**config.mk**
```make
export PLATFORM = sky130hd
export DESIGN_NAME = resp_framer
export DESIGN_NICKNAME = d
export VERILOG_FILES = /design/src/rtl/keylime_pkg.sv /design/src/rtl/resp_byte_sel.sv /design/src/rtl/resp_framer.sv
export SDC_FILE = /design/constraint.sdc
export NUM_CORES = 1
export LEC_CHECK = 0
export ABC_AREA = 1
export BUFFER_PORTS_ARGS = -buffer_cell sky130_fd_sc_hd__buf_4
export CORE_AREA = 2 2 142 144
export DETAILED_ROUTE_END_ITERATION = 12
export DIE_AREA = 0 0 144 146
export MAX_ROUTING_LAYER = met4
export SLEW_MARGIN = 40
export SYNTH_ARGS = -nofsm -noshare
export SYNTH_HDL_FRONTEND = slang
export SYNTH_HIERARCHICAL = 1
export SYNTH_SLANG_ARGS = --single-unit
export TNS_END_PERCENT = 5
```
**constraint.sdc**
```tcl
create_clock -name clk -period 6.7 [get_ports clk]
set_input_delay 2.01 -clock clk [delete_from_list [all_inputs] [get_ports clk]]
set_output_delay 2.01 -clock clk [all_outputs]
set_load 0.02 [all_outputs]
```
**src/rtl/keylime_pkg.sv**
```systemverilog
// Shared constants and types for the keylime control path.
// RESP_FRAMER_CHKSUM_EN adds the checksum state to the framer state enum.
package keylime_pkg;

  localparam logic [7:0] STS_OK        = 8'h00;
  localparam logic [7:0] STS_BAD_PW    = 8'h01;
  localparam logic [7:0] STS_UNK_CMD   = 8'h02;
  localparam logic [7:0] STS_STOR_FAIL = 8'h03;

  localparam logic [7:0] SOF_DEFAULT   = 8'hA5;

  typedef enum logic [2:0] {
    RF_IDLE = 3'd0,
    RF_SOF  = 3'd1,
    RF_STAT = 3'd2,
    RF_LEN  = 3'd3,
    RF_PAY  = 3'd4
`ifdef RESP_FRAMER_CHKSUM_EN
    ,
    RF_CHK  = 3'd5
`endif
  } resp_framer_state_e;

endpackage

```
**src/rtl/resp_byte_sel.sv**
```systemverilog
// Picks one payload byte out of the latched response word; index 0 is the
// most significant byte.
module resp_byte_sel #(
  parameter int DATA_WIDTH = 128,
  parameter int IDX_W      = $clog2(DATA_WIDTH / 8)
) (
  input  logic [DATA_WIDTH-1:0] data_i,
  input  logic [IDX_W-1:0]      idx_i,
  output logic [7:0]            byte_o
);

  localparam int NBYTES = DATA_WIDTH / 8;

  always_comb begin
    byte_o = 8'h00;
    for (int i = 0; i < NBYTES; i++) begin
      if (idx_i == IDX_W'(i)) begin
        byte_o = data_i[DATA_WIDTH-1-8*i -: 8];
      end
    end
  end

endmodule

```
**src/rtl/resp_framer.sv**
```systemverilog
// Serializes one control-FSM response into SOF, STATUS, LEN, payload[, CHK].
// Define RESP_FRAMER_CHKSUM_EN to append the XOR checksum byte.
module resp_framer
  import keylime_pkg::*;
#(
  parameter int         DATA_WIDTH = 128,
  parameter logic [7:0] SOF_BYTE   = SOF_DEFAULT
) (
  input  logic                  clk,
  input  logic                  rst_n,
  input  logic                  req_valid,
  output logic                  req_ready,
  input  logic [7:0]            req_status,
  input  logic [4:0]            req_len,
  input  logic [DATA_WIDTH-1:0] req_data,
  output logic                  tx_valid,
  input  logic                  tx_ready,
  output logic [7:0]            tx_byte,
  output logic                  busy
);

  localparam int         NBYTES     = DATA_WIDTH / 8;
  localparam int         IDX_W      = $clog2(NBYTES);
  localparam logic [4:0] NBYTES_LEN = 5'(NBYTES);

  resp_framer_state_e    state_q, state_d;
  logic [7:0]            status_q, status_d;
  logic [4:0]            len_q, len_d;
  logic [DATA_WIDTH-1:0] data_q, data_d;
  logic [IDX_W-1:0]      cnt_q, cnt_d;
  logic                  tx_valid_q, tx_valid_d;
  logic [7:0]            tx_byte_q, tx_byte_d;
`ifdef RESP_FRAMER_CHKSUM_EN
  logic [7:0]            chk_q, chk_d;
`endif

  logic                  tx_fire;
  logic                  pay_last;
  logic                  payload_done;
  logic [IDX_W-1:0]      sel_idx;
  logic [7:0]            sel_byte;

  assign tx_fire  = tx_valid_q && tx_ready;
  assign pay_last = (5'(cnt_q) + 5'd1) == len_q;

  // The byte to present next: byte 0 when leaving LEN, otherwise the one after cnt_q.
  assign sel_idx  = (state_q == RF_PAY) ? cnt_q + 1'b1 : '0;

  resp_byte_sel #(
    .DATA_WIDTH (DATA_WIDTH),
    .IDX_W      (IDX_W)
  ) u_byte_sel (
    .data_i (data_q),
    .idx_i  (sel_idx),
    .byte_o (sel_byte)
  );

  always_comb begin
    state_d      = state_q;
    status_d     = status_q;
    len_d        = len_q;
    data_d       = data_q;
    cnt_d        = cnt_q;
    tx_valid_d   = tx_valid_q;
    tx_byte_d    = tx_byte_q;
    payload_done = 1'b0;
`ifdef RESP_FRAMER_CHKSUM_EN
    chk_d        = chk_q;
    if (tx_fire && (state_q inside {RF_STAT, RF_LEN, RF_PAY})) begin
      chk_d = chk_q ^ tx_byte_q;
    end
`endif

    case (state_q)
      RF_IDLE: begin
        if (req_valid) begin
          status_d   = req_status;
          len_d      = (req_len > NBYTES_LEN) ? NBYTES_LEN : req_len;
          data_d     = req_data;
          cnt_d      = '0;
`ifdef RESP_FRAMER_CHKSUM_EN
          chk_d      = 8'h00;
`endif
          state_d    = RF_SOF;
          tx_valid_d = 1'b1;
          tx_byte_d  = SOF_BYTE;
        end
      end
      RF_SOF: begin
        if (tx_fire) begin
          state_d   = RF_STAT;
          tx_byte_d = status_q;
        end
      end
      RF_STAT: begin
        if (tx_fire) begin
          state_d   = RF_LEN;
          tx_byte_d = {3'b000, len_q};
        end
      end
      RF_LEN: begin
        if (tx_fire) begin
          if (len_q != 5'd0) begin
            state_d   = RF_PAY;
            cnt_d     = '0;
            tx_byte_d = sel_byte;
          end else begin
            payload_done = 1'b1;
          end
        end
      end
      RF_PAY: begin
        if (tx_fire) begin
          if (pay_last) begin
            payload_done = 1'b1;
          end else begin
            cnt_d     = cnt_q + 1'b1;
            tx_byte_d = sel_byte;
          end
        end
      end
`ifdef RESP_FRAMER_CHKSUM_EN
      RF_CHK: begin
        if (tx_fire) begin
          state_d    = RF_IDLE;
          tx_valid_d = 1'b0;
          tx_byte_d  = 8'h00;
        end
      end
`endif
      default: begin
        state_d    = RF_IDLE;
        tx_valid_d = 1'b0;
        tx_byte_d  = 8'h00;
      end
    endcase

    // chk_d already includes the byte just accepted, so it is the final sum.
    if (payload_done) begin
`ifdef RESP_FRAMER_CHKSUM_EN
      state_d    = RF_CHK;
      tx_byte_d  = chk_d;
`else
      state_d    = RF_IDLE;
      tx_valid_d = 1'b0;
      tx_byte_d  = 8'h00;
`endif
    end
  end

  always_ff @(posedge clk or negedge rst_n) begin
    if (!rst_n) begin
      state_q    <= RF_IDLE;
      status_q   <= 8'h00;
      len_q      <= 5'd0;
      data_q     <= '0;
      cnt_q      <= '0;
      tx_valid_q <= 1'b0;
      tx_byte_q  <= 8'h00;
`ifdef RESP_FRAMER_CHKSUM_EN
      chk_q      <= 8'h00;
`endif
    end else begin
      state_q    <= state_d;
      status_q   <= status_d;
      len_q      <= len_d;
      data_q     <= data_d;
      cnt_q      <= cnt_d;
      tx_valid_q <= tx_valid_d;
      tx_byte_q  <= tx_byte_d;
`ifdef RESP_FRAMER_CHKSUM_EN
      chk_q      <= chk_d;
`endif
    end
  end

  assign req_ready = (state_q == RF_IDLE);
  assign busy      = (state_q != RF_IDLE);
  assign tx_valid  = tx_valid_q;
  assign tx_byte   = tx_byte_q;

endmodule

```
# Word level (Yosys, flattened, before mapping)
# Cells that the tools add are included.
# word_totals
elab_cells,104
output_inout_bits,11
ff_bits,157
# op_classes
n_addsub,2
reduce_logical,12
mux,48
n_lt_le_gt_ge,1
n_eq_ne,34
# op_table
cell,count
$mux 8,24
$pmux 8 s5,1
$eq 4x4->1 const B,8
$mux 4,6
$mux 3,6
$ne 3x3->1 const B,6
$eq 4x3->1 const B,4
$pmux 3 s5,1
$ne 2x2->1 const B,6
$pmux 4 s3,1
$reduce_and 6->1,2
$eq 4x2->1 const B,2
$reduce_and 7->1,1
$eq 3x2->1 const B,2
$mux 1,6
$reduce_bool 3->1,2
$add 4x1->5 const B,1
$eq 5x5->1,1
$gt 5x5->1 const B,1
$mux 5,1
$reduce_bool 5->1,1
$add 4x1->4 const B,1
$eq 4x1->1 const B,1
$logic_not 4->1,1
other kinds (9),11

# Depth between registers and ports, before layout
# Gate-level depths: netlist of the first run.
# logic_depth
depth_word,23
mapped_depth,23
ltp_nobuf,23

# By module
# Netlist of the first run, hierarchy kept.
# by_module_without_submodules
module,instances,area_each_um2,seq_area_each_um2,cells_per_inst
resp_framer,1,6502.5,3928.8,770
resp_byte_sel,1,1158.6,0.0,273

# Worst setup path before layout of the first run
# OpenSTA, ideal clock, no wires.
# synth_timing
kind,register -> output
from,reg state_q[2]
to,out busy
path_slack_ps,3778
arrival_time_ps,912
path_stages_with_launch,5
path_cell_list,dfrtp_1 inv_2 nand2_2 nor2_4 inv_2
# synth_via
elab_chain_len,1
# synth_lines
item,line,text
from (decl),resp_framer.sv:26,"resp_framer_state_e state_q, state_d;"
from (signal assigned),resp_framer.sv:164,state_q <= state_d;
$reduce_bool 3->1,resp_framer.sv:178,assign busy = (state_q != RF_IDLE);
to (decl),resp_framer.sv:19,output logic busy
# No other way between the ends.

# Worst setup path after layout of the first run
# layout_timing
from,in req_valid
to,reg tx_valid_q (netlist: tx_valid)
# layout_via
elab_chain_len,2
# layout_lines
item,line,text
from (decl),resp_framer.sv:11,"input logic req_valid,"
$ne 3x2->1 (no line),-,
$reduce_and 2->1 (no line),-,
to (signal assigned),resp_framer.sv:169,tx_valid_q <= tx_valid_d;
to (decl),resp_framer.sv:31,"logic tx_valid_q, tx_valid_d;"
# No other way between the ends.
# A chain may end at the register's enable or synchronous reset.

==> metrics.log, run 1 <==
INFO  metric worst_r2r_path_depth = 20
INFO  metric timing.max_cap.violations = 0
INFO  metric worstPathBufferInverterCount = 5
INFO  metric finalWorstPathRequiredPeriod = ~3.5 ns
INFO  metric timing.critical_path.slowest_cell_delay = 0.70 ns
INFO  metric crit_path_depth = 7
INFO  metric avgRoutedWirePerCell = between 10 and 15 um
INFO  metric clock_path_buffers = 2
INFO  metric h-tree-depth = 4
INFO  metric die-width = around 140 um
INFO  metric irDropWorstVdd = 0.157 mV
INFO  metric most_frequent_cell_after_synthesis = sky130_fd_sc_hd__nand2_1
INFO  metric p_seq_frac = 0.397
INFO  metric detail_route.vias_per_cell = 4.62
INFO  metric cell_internal_pwr = around 2.5 mW
INFO  metric timing.setup.tns = 0 ns
INFO  metric clock_tree.root_cell = sky130_fd_sc_hd__clkbuf_16
INFO  metric leakage = around 5.2 nW
INFO  metric antenna_cells = 0
INFO  metric crit_required = a little over 7 ns
INFO  metric synth_commonest_cells = sky130_fd_sc_hd__nand2_1 (573), sky130_fd_sc_hd__dfrtp_1 (157), sky130_fd_sc_hd__inv_1 (72), sky130_fd_sc_hd__nor2_1 (54), sky130_fd_sc_hd__nand3_1 (52)
INFO  metric status = finished clean
INFO  metric cts_made_buffers = 17
INFO  metric tritoncts = done
INFO  metric port-buffer-count = roughly 160
INFO  metric setup.reg_to_reg.worst_slack = around 3.3 ns
INFO  metric crit_end = tx_valid
INFO  metric critical_path.slowest_cell = sky130_fd_sc_hd__buf_4
INFO  metric timing.final.setup_violations = 0
INFO  metric die-area = between 20000 and 25000 um2
INFO  metric worst_path_most_repeated_cell = sky130_fd_sc_hd__buf_4
INFO  metric cp_top_family = buffers and inverters
INFO  metric detail_route.first_pass.iterations = 5
INFO  metric antenna_found_initial = 0
INFO  metric drt-initial-drc-count = 384
INFO  metric timing.hold.worst.class = flip-flop to flip-flop
INFO  metric path_clk_slew = about 0.060 ns
INFO  metric detailed_place.area = slightly above 9000 um2
INFO  metric design_power_total = around 4.1 mW
INFO  metric yosys.cell_types.count = 37
INFO  metric first_global_vias = ~6600
INFO  metric fin_worst_skew = 0.00975 ns
INFO  metric initial_utilization = 0.396
INFO  metric pwr-share-clk = 0.232
INFO  metric routed_wirelength = about 21000 um
INFO  metric synth-edff-count = 0
INFO  metric global_route.overflow_total = 0
INFO  metric clock_sink_count = 157
INFO  metric synthFlopType = sky130_fd_sc_hd__dfrtp_1
INFO  metric ant_nets = 0
INFO  metric timing.critical_path.fanout_max = 77
INFO  metric setup.worst_path.class = input pin to flip-flop
INFO  metric p_per_area = 426 nW/um2
INFO  metric combinationalPowerShare = 0.371
INFO  metric dieHeight = 146 um
INFO  metric cts-resized-gates = 0
INFO  metric worst_r2r_startpoint = state_q[1]
INFO  metric worst_setup_path_start = req_valid
INFO  metric finalNetCount = 1336
INFO  metric syn_area = about 7700 um2
INFO  metric layout_worst_path_cycle_share = 0.524
INFO  metric synth.net_count = ~1200
INFO  metric synth.largest_area_cell = sky130_fd_sc_hd__dfrtp_1
INFO  metric post_synth_inst_count = 1043
INFO  metric power_switching_share = 0.394
INFO  metric io-pin-count = between 150 and 200
INFO  metric num_vias = roughly 6800
INFO  metric finalNonFillerCells = ~1500
INFO  metric max_slew_margin = 0.478
INFO  metric core_area = between 15000 and 20000 um2
INFO  metric critical_path_end_type = flip-flop
INFO  metric post-cts-setup-buffer-count = 0
INFO  metric worst-endpoint-arrival = 3.87 ns
INFO  metric postSynthRegisterBits = ~160
INFO  metric worst_pin_slew = approximately 0.78 ns
INFO  metric maximum_number_of_pins_on_one_net_before_global_route_repair = between 90 and 100
INFO  metric synthesis.area_per_instance = between 7 and 8 um2
INFO  metric area_growth = 25.9%
INFO  metric synth_top_area_frac = 0.513
INFO  metric drive_gt1_frac = 0.182
INFO  metric clock.fmax = around 290 MHz
INFO  metric drt_drc_violations_left = 0
INFO  metric grt.total_usage = 0.212
INFO  metric p_switching = 1.62 mW
INFO  metric ys_seq_area_frac = 0.513
INFO  metric rsz0062_at_grt = no
INFO  metric cts_hold_repair.buffers = 0
INFO  metric report.final.hold_viol_count = 0
INFO  metric place.detailed.instances = around 1400
INFO  metric reg2reg_to = tx_byte[4]
INFO  metric grt_pass1_wl = between 30000 and 40000 um
INFO  metric worstSkewPairLatency = about 0.43 ns
INFO  metric timing.critical_path.cells = buf_4 > inv_1 > nor2_4 > buf_4 > buf_4 > o21ai_0 > inv_1
INFO  metric synth_warnings = 6
INFO  metric critical_path.startpoint_type = input pin
INFO  metric async_reset_ff_frac = 1.00
INFO  metric timing_max_transition_violations_final = 0
INFO  metric finalInstanceArea = about 9600 um2
INFO  metric top_cells_by_area_synth = sky130_fd_sc_hd__dfrtp_1 (51%), sky130_fd_sc_hd__nand2_1 (28%), sky130_fd_sc_hd__inv_1 (3.5%)
INFO  metric globalplace.congestion = around 0.84
INFO  metric core.rowCount = roughly 50
INFO  metric dp.final_hpwl = about 15000 um
==> power groups by stage <==
stage / logic [mW] / clock network, mW / registers [mW]
after floorplan: 1.09 / 0 / 1.61
after global placement: 1.51 / 0 / 1.64
after detailed placement: 1.55 / 0 / 1.64
after CTS: 1.55 / 0.973 / 1.63
after global routing: 1.77 / 1.01 / 1.69
final: 1.52 / 0.953 / 1.63
==> cells in the final DEF, fill, tap and decap left out, drive strengths merged <==
cell        n
buf       161
nor3        2
nand2     578
or2         6
o41ai       1
o31ai       1
a21boi      1
clkinvlp    2
nor2       62
bufinv      2
clkinv      7
o21bai      2
xor2        1
ha          1
nand3b      1
inv        78
o21ai      17
o211ai      6
dfrtp     157
a21oi      18
nand3      55
nand4      19
clkbuf     21
o221ai      2
==> worst min path at each step <==
stage,startpoint,endpoint,slack [ns],depth (start not counted)
6_report,data_q[38],data_q[38],0.46,2
5_1_grt,data_q[66],data_q[66],0.48,2
4_1_cts,data_q[59],data_q[59],0.47,2
3_5_place_dp,data_q[59],data_q[59],0.45,2
3_3_place_gp,data_q[59],data_q[59],0.45,2
2_1_floorplan,data_q[38],data_q[38],0.43,2
==> cells by family (layout without fill, tap and decap cells) <==
group	count (synthesis)	after routing	share of synthesized area
buf+inv	113	271	0.0604
simple gates	723	723	0.386
xor+xnor	1	1	0.00114
compound gates	48	48	0.0376
fa+ha+maj	1	1	0.00163
flops	157	157	0.513
==> worst min-delay path, stage by stage (launching register included) <==
cell and delay, ns:
sky130_fd_sc_hd__dfrtp_1 0.34, sky130_fd_sc_hd__nand2_1 0.05, sky130_fd_sc_hd__nand2_1 0.04
==> layer usage <==
| metal | vias up | part of all wire | GRT usage |
|---|---|---|---|
| li1 | 3500 | - | - |
| met1 | 3095 | 0.47 | 0.290 |
| met2 | 152 | 0.47 | 0.326 |
| met3 | 21 | 0.042 | 0.0398 |
| met4 | 0 | 0.015 | 0.0574 |
| met5 | - | 0 | - |
==> state kept, by name, summed over array words and instances, names as in the netlist <==
register / flops
tx_valid: 1
cnt_q: 4
state_q: 3
tx_byte: 8
len_q: 5
status_q: 8
data_q: 128
==> per-stage QoR <==
step | hold slack, ns | util | worst slack, ns
finish | 0.464 | 0.499 | 3.19
global route | 0.484 | 0.499 | 2.95
CTS | 0.468 | 0.499 | 3.18
detailed placement | 0.452 | 0.469 | 2.73
global placement | 0.445 | 0.467 | 2.80
floorplan | 0.434 | - | 3.78
==> layout make-up <==
cell class | count | area (um2)
tap | 265 | 332
clock inverter | 9 | 115
multi-input combinational | 773 | 3270
sequential | 157 | 3930
timing repair buffer | 161 | 1240
clock buffer | 21 | 460
inverter | 80 | 302
fill | 1974 | 9690
Note: power is estimated with default switching activity, not from simulation.
==> run 2: changes to the inputs <==
==> constraint.sdc (replaced) <==
create_clock -name clk -period 2.86 [get_ports clk]
set_input_delay 0.858 -clock clk [delete_from_list [all_inputs] [get_ports clk]]
set_output_delay 0.858 -clock clk [all_outputs]
set_load 0.02 [all_outputs]
==> metrics.log, run 2 (synthesized netlist as in run 1, its figures left out) <==
INFO  metric first_global_vias = 6899 (was 6627)
INFO  metric global_route.overflow_total = 0 (unchanged)
INFO  metric antenna_found_initial = 0 (unchanged)
INFO  metric place.detailed.instances = 1457 (was 1436)
INFO  metric grt_pass1_wl = 34300 um (was 33900 um)
INFO  metric layout_worst_path_cycle_share = 0.985
INFO  metric multi_input_comb_area = 3410 um2 (was 3270 um2)
INFO  metric port-buffer-count = 155 (unchanged)
INFO  metric clock_sink_count = 157 (unchanged)
INFO  metric core_area = 19300 um2 (unchanged)
INFO  metric cts_hold_repair.buffers = 0 (unchanged)
INFO  metric critical_path.startpoint_type = flip-flop (was input pin)
INFO  metric crit_required = 3.18 ns (was 7.06 ns)
INFO  metric rsz0062_at_grt = yes (was no)
INFO  metric reg2reg_to = tx_byte[3] (was tx_byte[4])
INFO  metric max_slew_margin = 0.541 (was 0.478)
INFO  metric fin_worst_skew = 0.00681 ns (was 0.00975 ns)
INFO  metric worst_r2r_path_depth = 23 (was 20)
INFO  metric timing.critical_path.slowest_cell_delay = 0.39 ns (was 0.70 ns)
INFO  metric worst_r2r_startpoint = state_q[1] (unchanged)
INFO  metric number_of_flip_flops_under_the_largest_register_name = 128 (unchanged)
INFO  metric finalNetCount = 1365 (was 1336)
INFO  metric critical_path.slowest_cell = sky130_fd_sc_hd__dfrtp_1 (was sky130_fd_sc_hd__buf_4)
INFO  metric h-tree-depth = 4 (unchanged)
INFO  metric setup.worst_path.class = flip-flop to flip-flop (was input pin to flip-flop)
INFO  metric drt_drc_violations_left = 0 (unchanged)
INFO  metric dp.final_hpwl = 15700 um (was 14900 um)
INFO  metric commonest_non_fill_non_tap_cell_in_the_layout = sky130_fd_sc_hd__nand2_1 (unchanged)
INFO  metric clock_tree.root_cell = sky130_fd_sc_hd__clkbuf_16 (unchanged)
INFO  metric timing.final.setup_violations = 0 (unchanged)
INFO  metric worstSkewPairLatency = 0.42 ns (was 0.43 ns)
INFO  metric drive_gt1_frac = 0.230 (was 0.182)
INFO  metric registers.top_by_ff_count = data_q (unchanged)
INFO  metric clock.fmax = about 360 MHz
INFO  metric io-pin-count = 156 (unchanged)
INFO  metric globalplace.congestion = 0.864 (was 0.842)
INFO  metric finalNonFillerCells = 1495 (was 1466)
INFO  metric critical_path_end_type = flip-flop (unchanged)
INFO  metric ant_nets = 0 (unchanged)
INFO  metric status = finished clean (unchanged)
INFO  metric timing.hold.worst.class = input pin to async pin (was flip-flop to flip-flop)
INFO  metric tritoncts = done (unchanged)
INFO  metric avgRoutedWirePerCell = 14.1 um (about the same)
INFO  metric detail_route.vias_per_cell = 4.71 (was 4.62)
INFO  metric irDropWorstVdd = 0.441 mV (was 0.157 mV)
INFO  metric clock_path_buffers = 2 (unchanged)
INFO  metric routed_wirelength = 21000 um (was 20600 um)
INFO  metric worst-endpoint-arrival = 3.13 ns (was 3.87 ns)
INFO  metric detailed_place.area = 9260 um2 (was 9070 um2)
INFO  metric antenna_cells = 0 (unchanged)
INFO  metric initial_utilization = 0.396 (unchanged)
INFO  metric setup.reg_to_reg.worst_slack = 0.04 ns (was 3.30 ns)
INFO  metric p_per_area = 995 nW/um2 (was 426 nW/um2)
INFO  metric report.final.hold_viol_count = 0 (unchanged)
INFO  metric timing_max_transition_violations_final = 0 (unchanged)
INFO  metric die-width = 144 um (unchanged)
INFO  metric timing.max_cap.violations = 0 (unchanged)
INFO  metric core.rowCount = 51 (unchanged)
INFO  metric area_growth = 31.5% (was 25.9%)
INFO  metric dieHeight = 146 um (unchanged)
INFO  metric cts_made_buffers = 17 (unchanged)
INFO  metric finalInstanceArea = 10100 um2 (was 9650 um2)
INFO  metric detail_route.first_pass.iterations = 5 (unchanged)
INFO  metric area.sequential = 3930 um2 (unchanged)
INFO  metric worst_path_most_repeated_cell = sky130_fd_sc_hd__nand2_1 (was sky130_fd_sc_hd__buf_4)
INFO  metric die-area = 21000 um2 (unchanged)
INFO  metric path_clk_slew = 0.06 ns (about the same)
INFO  metric commonest_cells_after_routing_fill_and_taps_aside = sky130_fd_sc_hd__nand2_1 (560), sky130_fd_sc_hd__buf_4 (180), sky130_fd_sc_hd__dfrtp_1 (157) (was sky130_fd_sc_hd__nand2_1 (573), sky130_fd_sc_hd__buf_4 (158), sky130_fd_sc_hd__dfrtp_1 (157))
INFO  metric grt.total_usage = 0.214 (was 0.212)
INFO  metric num_vias = 7034 (was 6768)
INFO  metric timing.critical_path.cells = inv_2 > nand2_4 > nor2_8 > inv_6 > nor2_4 > inv_2 > nand2_2 > nor2_1 > buf_4 > a21oi_2 > nand3_1 > nand2_1 > nand3_1 > nand2_1 > nand4_1 > nor2_1 > nand4_1 > nand2_1 > o221ai_1 > nand2_1 > inv_1 > nand3_1 > nand2_1 (was buf_4 > inv_1 > nor2_4 > buf_4 > buf_4 > o21ai_0 > inv_1)
INFO  metric drt-initial-drc-count = 525 (was 384)
INFO  metric leakage = 5.40 nW (was 5.21 nW)
INFO  metric timing.critical_path.fanout_max = 8 (was 77)
INFO  metric final.fill_count = 1921 (was 1974)
INFO  metric worst_pin_slew = 0.685 ns (was 0.780 ns)
INFO  metric finalWorstPathRequiredPeriod = between 2 and 3 ns
INFO  metric maximum_number_of_pins_on_one_net_before_global_route_repair = 85 (was 99)
[run 2: changes by cell type in the layout (fill, tap and decap cells not counted), sizes merged]
cell | previous run | this run
clkbuf | 21 | 20
clkinv | 7 | 6
bufinv | 2 | 3
buf | 161 | 190
inv | 78 | 79
[run 2: what timing repair did]
| action | 4_1_cts | 5_1_grt |
|---|---|---|
| resized for setup | 8 | 44 |
| buffers inserted | 1 | 7 |
| pin swaps | 2 | 31 |
| cloned | 0 | 0 |
| endpoints found under the setup margin | 8 | 8 |
[run 2: area by class of cell]
cell class              instances  area share
well taps                     265      0.0329
flip-flops and latches        157       0.390
clock inverters                10      0.0140
clock buffers                  20      0.0443
repair buffers                190       0.150
multi-input cells             773       0.338
inverters                      80      0.0307
[run 2: how the worst max path moves through the flow]
stage / from / slack (ns) / endpoint
detailed placement: state_q[0] / -0.14 / tx_byte[3]
global placement: cnt_q[0] / -0.14 / tx_byte[3]
floorplan: state_q[1] / 0.38 / tx_byte[3]
finish: state_q[1] / 0.04 / tx_byte[3]
CTS: cnt_q[0] / -0.006 / tx_byte[3]
global route: state_q[1] / -0.15 / tx_byte[3]
[run 2: worst max-delay path: cells and delay by family, from the launching register on]
family | cells | cell delay [ns]
simple gates | 16 | 1.67
buf+inv | 5 | 0.43
flops | 1 | 0.39
compound gates | 2 | 0.21
[run 2: report_power, final]
group | switching (mW) | leakage (nW) | internal [mW]
Clock | 0.890 | 0.282 | 1.39
Combinational | 2.43 | 3.16 | 1.40
Sequential | 0.639 | 1.96 | 3.27
Total | 3.96 | 5.40 | 6.06
[run 2: through the flow]
step / setup slack (ns) / util / power [mW] / TNS [ns] / hold slack, ns
2_1_floorplan: 0.384 / - / 6.32 / 0 / 0.434
3_3_place_gp: -0.142 / 0.479 / 7.58 / -0.371 / 0.447
3_5_place_dp: -0.145 / 0.479 / 7.64 / -0.612 / 0.453
4_1_cts: -0.00604 / 0.511 / 9.97 / -0.00604 / 0.417
5_1_grt: -0.146 / 0.521 / 10.9 / -0.719 / 0.427
6_report: 0.0434 / 0.521 / 10.0 / 0 / 0.387
[run 2: routing by layer]
metal	track usage	vias to the layer above	routed length, um
met5	-	-	0
met4	0.0544	0	296
met3	0.0467	22	966
met2	0.325	185	9910
met1	0.292	3258	9840
li1	-	3569	-
==> run 3: changes to the inputs <==
--- a/config.mk
+++ b/config.mk
@@ -10,7 +10,9 @@
 export CORE_AREA = 2 2 142 144
 export DETAILED_ROUTE_END_ITERATION = 12
 export DIE_AREA = 0 0 144 146
+export GPL_TIMING_DRIVEN = 0
 export MAX_ROUTING_LAYER = met4
+export SETUP_SLACK_MARGIN = 0.15
 export SLEW_MARGIN = 40
 export SYNTH_ARGS = -nofsm -noshare
 export SYNTH_HDL_FRONTEND = slang
==> metrics.log, run 3 (synthesized netlist as in run 1, its figures left out) <==
INFO  metric first_global_vias = 7134 (was 6899)
INFO  metric grt.total_usage = 0.225 (was 0.214)
INFO  metric timing.final.setup_violations = 6 (was 0)
INFO  metric ant_nets = 0 (unchanged)
INFO  metric final_core_utilization = 0.542 (was 0.521)
INFO  metric worstSkewPairLatency = 0.43 ns (was 0.42 ns)
INFO  metric h-tree-depth = 4 (unchanged)
INFO  metric critical_path.startpoint_type = flip-flop (unchanged)
INFO  metric drt-initial-drc-count = 456 (was 525)
INFO  metric worst_r2r_startpoint = state_q[0] (was state_q[1])
INFO  metric clock_tree.root_cell = sky130_fd_sc_hd__clkbuf_16 (unchanged)
INFO  metric irDropWorstVdd = 0.428 mV (was 0.441 mV)
INFO  metric drive_gt1_frac = 0.275 (was 0.230)
INFO  metric cts_hold_repair.buffers = 0 (unchanged)
INFO  metric global_route.overflow_total = 0 (unchanged)
INFO  metric clock.fmax = 337 MHz (was 355 MHz)
INFO  metric antenna_cells = 0 (unchanged)
INFO  metric timing.hold.worst.class = input pin to async pin (unchanged)
INFO  metric area_growth = 36.7% (was 31.5%)
INFO  metric core_area = 19300 um2 (unchanged)
INFO  metric globalplace.congestion = 0.837 (was 0.864)
INFO  metric wirelength_met1 = 10200 um (was 9840 um)
INFO  metric post-route-worst-setup-slack = -0.105 ns (was 0.0434 ns)
INFO  metric topRoutingLayerUsed = met4 (unchanged)
INFO  metric commonest_non_fill_non_tap_cell_in_the_layout = sky130_fd_sc_hd__nand2_1 (unchanged)
INFO  metric timing.critical_path.fanout_max = 5 (was 8)
INFO  metric met3WireLength = 871 um (was 966 um)
INFO  metric rsz0062_at_grt = yes (unchanged)
INFO  metric clock_path_buffers = 2 (unchanged)
INFO  metric timing_max_transition_violations_final = 0 (unchanged)
INFO  metric port-buffer-count = 155 (unchanged)
INFO  metric dp.final_hpwl = 16200 um (was 15700 um)
INFO  metric setup.worst_path.class = flip-flop to flip-flop (unchanged)
INFO  metric layout_worst_path_cycle_share = 1.04 (was 0.985)
INFO  metric initial_utilization = 0.396 (unchanged)
INFO  metric die-area = 21000 um2 (unchanged)
INFO  metric die-width = 144 um (unchanged)
INFO  metric p_per_area = 997 nW/um2 (was 995 nW/um2)
INFO  metric maximum_number_of_pins_on_one_net_before_global_route_repair = 67 (was 85)
INFO  metric met2_wirelength = 10700 um (was 9910 um)
INFO  metric detail_route.vias_per_cell = 4.68 (was 4.71)
INFO  metric grt_pass1_wl = 35700 um (was 34300 um)
INFO  metric drt_drc_violations_left = 0 (unchanged)
INFO  metric dieHeight = 146 um (unchanged)
INFO  metric clock_sink_count = 157 (unchanged)
INFO  metric timing.max_cap.violations = 0 (unchanged)
INFO  metric dp_worst_setup_slack = -0.568 ns (was -0.145 ns)
INFO  metric number_of_flip_flops_under_the_largest_register_name = 128 (unchanged)
INFO  metric violated_checks = setup timing
INFO  metric finalWorstPathRequiredPeriod = 2.96 ns (was 2.82 ns)
INFO  metric registers.top_by_ff_count = data_q (unchanged)
INFO  metric commonest_cells_after_routing_fill_and_taps_aside = sky130_fd_sc_hd__nand2_1 (550), sky130_fd_sc_hd__buf_4 (183), sky130_fd_sc_hd__dfrtp_1 (156) (was sky130_fd_sc_hd__nand2_1 (560), sky130_fd_sc_hd__buf_4 (180), sky130_fd_sc_hd__dfrtp_1 (157))
INFO  metric antenna_found_initial = 0 (unchanged)
INFO  metric fin_worst_skew = 0.00980 ns (was 0.00681 ns)
INFO  metric cts_made_buffers = 17 (unchanged)
INFO  metric crit_required = 3.17 ns (was 3.18 ns)
INFO  metric core.rowCount = 51 (unchanged)
INFO  metric path_clk_slew = 0.07 ns (was 0.06 ns)
INFO  metric report.final.hold_viol_count = 0 (unchanged)
INFO  metric status = finished with violations (was finished clean)
INFO  metric num_vias = 7164 (was 7034)
INFO  metric max_slew_margin = 0.582 (was 0.541)
INFO  metric avgRoutedWirePerCell = 14.4 um (was 14.1 um)
INFO  metric leakage = 5.59 nW (was 5.40 nW)
INFO  metric tritoncts = done (unchanged)
INFO  metric final.fill_count = 1871 (was 1921)
INFO  metric detail_route.first_pass.iterations = 5 (unchanged)
INFO  metric routed_wirelength = 22100 um (was 21000 um)
INFO  metric io-pin-count = 156 (unchanged)
INFO  metric worst-endpoint-arrival = 3.28 ns (was 3.13 ns)
INFO  metric worst_pin_slew = 0.625 ns (was 0.685 ns)
INFO  metric critical_path_end_type = flip-flop (unchanged)
INFO  metric worst_setup_path_start = state_q[0] (was state_q[1])
INFO  metric finalNetCount = 1398 (was 1365)
## run 3: per-stage QoR
stage | hold WS (ns) | TNS [ns] | power [mW] | cells | area [um2]
finish | 0.304 | -0.441 | 10.4 | 1530 | 10500
floorplan | 0.434 | 0 | 6.32 | 1043 | 7660
detailed placement | 0.451 | -3.59 | 7.64 | 1465 | 9220
global placement | 0.447 | -3.44 | 7.53 | 1463 | 9160
CTS | 0.315 | -1.02 | 10.3 | 1513 | 10100
global route | 0.310 | -1.99 | 11.3 | 1530 | 10500
## run 3: what timing repair did
item | CTS | global route
cloned | 1 | 2
endpoints found under the setup margin | 8 | 8
buffers inserted | 15 | 15
pin swaps | 27 | 51
gates resized for setup | 45 | 61
## run 3: layout make-up
type | instances | area [um2] | area share
Tap cell | 265 | 332 | 0.0317
Sequential cell | 157 | 3930 | 0.375
Multi-Input combinational cell | 774 | 3590 | 0.343
Inverter | 80 | 309 | 0.0295
Clock inverter | 13 | 178 | 0.0170
Buffer | 33 | 185 | 0.0177
Timing Repair Buffer | 189 | 1500 | 0.143
Clock buffer | 19 | 453 | 0.0432
## run 3: critical path, cell delays in order, from the launching register on
cell and delay, ns:
sky130_fd_sc_hd__dfrtp_1 0.40, sky130_fd_sc_hd__inv_2 0.08, sky130_fd_sc_hd__nand2_4 0.07, sky130_fd_sc_hd__nor2_8 0.11, sky130_fd_sc_hd__clkinvlp_4 0.21, sky130_fd_sc_hd__nor2_4 0.18, sky130_fd_sc_hd__nor2_4 0.06, sky130_fd_sc_hd__buf_6 0.14
sky130_fd_sc_hd__buf_4 0.13, sky130_fd_sc_hd__nand3_1 0.07, sky130_fd_sc_hd__nand2_1 0.05, sky130_fd_sc_hd__nor2_1 0.09, sky130_fd_sc_hd__nand3_1 0.10, sky130_fd_sc_hd__nand2_1 0.10, sky130_fd_sc_hd__nand3_1 0.08, sky130_fd_sc_hd__nand2_1 0.09
sky130_fd_sc_hd__nand4_1 0.13, sky130_fd_sc_hd__nor2_1 0.15, sky130_fd_sc_hd__nand4_1 0.15, sky130_fd_sc_hd__nand2_1 0.11, sky130_fd_sc_hd__o211ai_1 0.08, sky130_fd_sc_hd__nand2_1 0.07, sky130_fd_sc_hd__inv_1 0.04, sky130_fd_sc_hd__nand3_1 0.09
sky130_fd_sc_hd__nand2_1 0.07
## run 3: final timing paths
path | to | slack (ns) | cells after the start
worst min-delay path | data_q[74] | 0.30 | 1
max in group asynchronous | data_q[5] | 1.91 | 2
min in group clk | data_q[38] | 0.46 | 2
worst min register to register | data_q[38] | 0.46 | 2
worst max-delay path | tx_byte[7] | -0.10 | 24
worst max register to register | tx_byte[7] | -0.10 | 24
## run 3: where the power goes
group	internal, mW	switching [mW]
Clock	1.44	0.976
Combinational	1.55	2.63
Sequential	3.27	0.569
## run 3: layer usage
layer,track usage,up-vias
met5,-,-
met2,0.356,157
met4,0.0632,0
li1,-,3638
met3,0.0349,24
met1,0.300,3345
